==> config.mk <==
export PLATFORM = sky130hd
export DESIGN_NAME = control_unit
export DESIGN_NICKNAME = d
export VERILOG_FILES = /design/src/rtl/control_unit.sv
export SDC_FILE = /design/constraint.sdc
export NUM_CORES = 1
export LEC_CHECK = 0
export ABC_AREA = 1
export CAP_MARGIN = 20
export CORE_MARGIN = 2
export CORE_UTILIZATION = 41
export DETAILED_ROUTE_END_ITERATION = 7
export GPL_ROUTABILITY_DRIVEN = 0
export GPL_TIMING_DRIVEN = 0
export PLACE_DENSITY = 0.84
export SLEW_MARGIN = 40
export SYNTH_ARGS = -nofsm -noshare
export SYNTH_HDL_FRONTEND = slang
export SYNTH_SLANG_ARGS = --single-unit
==> constraint.sdc <==
create_clock -name clk -period 3.5 [get_ports clk]
set_input_delay 0.875 -clock clk [delete_from_list [all_inputs] [get_ports clk]]
set_output_delay 0.875 -clock clk [all_outputs]
set_load 0.05 [all_outputs]
==> src/rtl/control_unit.sv <==
// Microprogrammed control unit: decodes micro-address into registered {next_addr, ctrl}.
// Latency: one cycle from addr/Z_flag/MBRU to control_signal/finish.
// Backpressure: enable=0 holds outputs; synchronous rst clears them and overrides enable.
module control_unit #(
  parameter UCODE_FILE = ""
) (
  input  logic        clk,
  input  logic        rst,
  input  logic        enable,
  input  logic        Z_flag,
  input  logic [5:0]  addr,
  input  logic [5:0]  MBRU,
  output logic [37:0] control_signal,
  output logic        finish
);

  localparam logic [5:0] A_FETCH1 = 6'd0;
  localparam logic [5:0] A_FETCH2 = 6'd1;
  localparam logic [5:0] A_JUMPNZ = 6'd48;
  localparam logic [5:0] A_JUMPZ  = 6'd52;
  localparam logic [5:0] A_END    = 6'd63;

  localparam logic [31:0] C_FETCH1 = 32'h0000_0007;
  localparam logic [31:0] C_FETCH2 = 32'h0000_0018;
  localparam logic [31:0] C_PCLOAD = 32'h0000_0040;
  localparam logic [31:0] C_PCINC  = 32'h0000_0004;

  logic [37:0] control_signal_q, control_signal_d;
  logic        finish_q, finish_d;
  logic [5:0]  next_addr;
  logic [31:0] ctrl;
  logic        branch_taken;

  always_comb begin
    next_addr    = addr + 6'd1;
    ctrl         = 32'h0;
    branch_taken = 1'b0;
    case (addr)
      A_FETCH1: begin
        next_addr = 6'd1;
        ctrl      = C_FETCH1;
      end
      A_FETCH2: begin
        next_addr = MBRU;
        ctrl      = C_FETCH2;
      end
      A_JUMPNZ, A_JUMPZ: begin
        // JUMPNZ takes the branch on Z=0, JUMPZ on Z=1.
        branch_taken = (addr == A_JUMPZ) ? Z_flag : ~Z_flag;
        next_addr    = branch_taken ? MBRU : 6'd0;
        ctrl         = branch_taken ? C_PCLOAD : C_PCINC;
      end
      A_END: begin
        next_addr = A_END;
        ctrl      = 32'h0;
      end
      default: ;
    endcase
  end

  always_comb begin
    control_signal_d = control_signal_q;
    finish_d         = finish_q;
    if (enable) begin
      control_signal_d = {next_addr, ctrl};
      finish_d         = (addr == A_END);
    end
  end

  always_ff @(posedge clk) begin
    if (rst) begin
      control_signal_q <= '0;
      finish_q         <= 1'b0;
    end else begin
      control_signal_q <= control_signal_d;
      finish_q         <= finish_d;
    end
  end

  assign control_signal = control_signal_q;
  assign finish         = finish_q;

endmodule

==> flow_metrics.env <==
export IMPL_r2r_start="control_signal[4]"
export IMPL_crit_end="control_signal[4]"
export IMPL_power_density_mw_per_mm2=291
export IMPL_synth_seq_cells=11
export IMPL_cp_slowest_stage_delay_ps=780
export IMPL_dr_pass1_iters=4
export IMPL_timing_final_crit_share=0.683
export IMPL_start_kind="register"
export IMPL_clk_pin_slew_ps=70
export IMPL_wl_um=1980
export IMPL_clock_path_buffers=2
export IMPL_postLayoutSetupSlackWorst_ps=1110
export IMPL_ctsResizeCount=0
export IMPL_final_area_mm2=0.00143
export IMPL_yosys_cell_types_count=25
export IMPL_clkSinkCount=11
export IMPL_area_growth_pct=42.5
export IMPL_yosysSeqAreaShare=0.220
export IMPL_netlist_area_mm2=0.00100
export IMPL_critPathMaxFanout=3
export IMPL_hold_class="reg -> reg"
export IMPL_cts_buffers_inserted=3
export IMPL_r2r_end="control_signal[4]"
export IMPL_place_inst=222
export IMPL_core_area_mm2=0.00225
export IMPL_rrSetupSlack_ps=2830
export IMPL_fill_cells=226
export IMPL_port_buffer_count=27
export IMPL_worst_pin_slew_ps=517
export IMPL_cap_viol_max_count=0
export IMPL_crit_required_ps=2620
export IMPL_crit_cells=2
export IMPL_status="completed"
export IMPL_n_antenna_cell=0
export IMPL_crit_buf_inv=2
export IMPL_drv_slew=0
export IMPL_ios=55
export IMPL_grt_pass1_wl_um=3020
export IMPL_cts_setup_buffers=0
export IMPL_dieHeight_um=53.4
export IMPL_die_area_mm2=0.00285
export IMPL_antenna_found_initial=0
export IMPL_peakVddDrop_mv=0.152
export IMPL_startpoint="control_signal[4]"
export IMPL_synth_edf_count=0
export IMPL_ctsHtreeMaxLevel=1
export IMPL_cts_tree="yes"
export IMPL_fin_nets=218
export IMPL_vias_per_cell=4.14
export IMPL_synth_area_per_cell_um2=7.05
export IMPL_grt_pass1_vias=758
export IMPL_end_kind="output port"
export IMPL_clk_latency_ps=260
export IMPL_synth_top_area_share=0.220
export IMPL_grt_ovfl_total=0
export IMPL_cp_top_family="buffers and inverters"
export IMPL_clock_root_buffer="clkbuf_4"
export IMPL_via_count=936
export IMPL_reg2reg_depth=2
export IMPL_rsz0062_at_grt="no"
export IMPL_wl_per_cell_um=8.77
export IMPL_setup_viol=0
export IMPL_placed_cell_area_mm2=0.00140
export IMPL_layout_cells_non_filler=226
export IMPL_yosys_warnings=0
export IMPL_drc=0
export IMPL_fmax_mhz=418
export IMPL_synth_area_leaders="dfxtp_1 22%, buf_4 21%, nand2_1 13%, a21oi_2 5.2%, inv_1 4.9%"
export IMPL_grt_max_degree=11
export IMPL_async_flop_share=0
export IMPL_synth_area_leader_cell="dfxtp_1"
export IMPL_finClkSkew_ps=0
export IMPL_synth_ff_type="dfxtp_1"
export IMPL_worst_setup_path_type="reg -> out"
export IMPL_slowest_stage="clkdlybuf4s50_1"
export IMPL_ant_nets=0
export IMPL_drive_gt1_frac=0.283
export IMPL_dpl_worst_slack_ps=939
export IMPL_dieWidth_um=53.4
export IMPL_tns_ps=0
export IMPL_maxSlewHeadroom=0.654
export IMPL_dp_hpwl_um=1700
export IMPL_start_util=0.444
export IMPL_arrival_ps=1520
export IMPL_cts_hold_buf=0
export IMPL_period_needed_ps=2390
export IMPL_p_leak_nw=0.735
export IMPL_hold_violations=0
export IMPL_dr_first_iter_drc_count=13
export IMPL_rows=17
export IMPL_syn_inst=142
export IMPL_path_cells="buf_4, clkdlybuf4s50_1"
export IMPL_grt_use_total=0.144
registers in the layout, summed over array words and instances, names as in the netlist:
name	flops
control_signal	10
finish	1
cell usage in the layout, fill, tap and decap left out, types with 3 or more instances in the layout:
cell type,Yosys,routed
ha_1,3,3
nand2_1,34,34
nand2_4,3,3
nand2_2,6,6
conb_1,1,26
buf_4,28,28
inv_1,13,13
dfxtp_1,11,11
a21oi_2,6,6
nand3_1,5,5
clkbuf_4,0,3
o21ai_0,4,4
a21oi_1,7,7
nor2_4,3,3
nor2_1,4,4
clkdlybuf4s50_1,0,27
synth_stat cells (all sizes together) (2+ instances only):
master  instances
clkbuf          2
ha              3
inv            14
o21ai           4
dfxtp          11
a21oi          13
xnor2           2
nor2            9
nand2          43
nand3           7
buf            28
clkinv          2
metrics by stage:
step                      hold slack [ps]  total power [mW]   util
after CTS                             478             0.418  0.633
after global placement                465             0.329  0.621
final                                 477             0.415  0.633
after global routing                  487             0.442  0.633
after detailed placement              467             0.332  0.621
after floorplan                       710             0.289      -
metal layers:
layer  global-route usage  part of all wire  vias to the layer above
li1                     -                 -                      494
met1                0.159              0.39                      399
met2                0.253              0.52                       39
met3               0.0282             0.074                        4
met4               0.0769             0.015                        0
met5                    0                 0                        -
report_power, final:
group	switching, mW	leakage (nW)	internal, mW
registers	0.00343	0.0904	0.132
logic	0.130	0.629	0.0647
clock network	0.0414	0.0150	0.0441
total	0.174	0.735	0.241
worst register-to-register path: cells and delay by family (launching register included):
family | cells | cell delay, ps
flops | 1 | 330
compound gates | 2 | 230
cells by family after synthesis:
family / share of synthesized area
compound gates: 0.107
xor+xnor: 0.0263
fa+ha+maj: 0.0375
buf+inv: 0.289
flops: 0.220
other cells: 0.00375
simple gates: 0.316
how the worst min path moves through the flow:
| stage | start | endpoint | slack (ps) | depth (start not counted) |
|---|---|---|---|---|
| final | control_signal[35] | control_signal[35] | 480 | 2 |
| after floorplan | control_signal[33] | control_signal[33] | 710 | 2 |
| after CTS | control_signal[36] | control_signal[36] | 480 | 2 |
| after global placement | control_signal[35] | control_signal[35] | 470 | 2 |
| after global routing | control_signal[35] | control_signal[35] | 490 | 2 |
| after detailed placement | control_signal[36] | control_signal[36] | 470 | 2 |
layout make-up:
type | count | area [µm²] | area share
well taps | 28 | 35.0 | 0.0246
plain buffers | 30 | 228 | 0.160
clock buffers | 4 | 26.3 | 0.0184
repair buffers | 27 | 270 | 0.189
multi-input cells | 110 | 586 | 0.411
flip-flops and latches | 11 | 220 | 0.154
inverters | 16 | 61.3 | 0.0430
(Power assumes the default switching activity.)
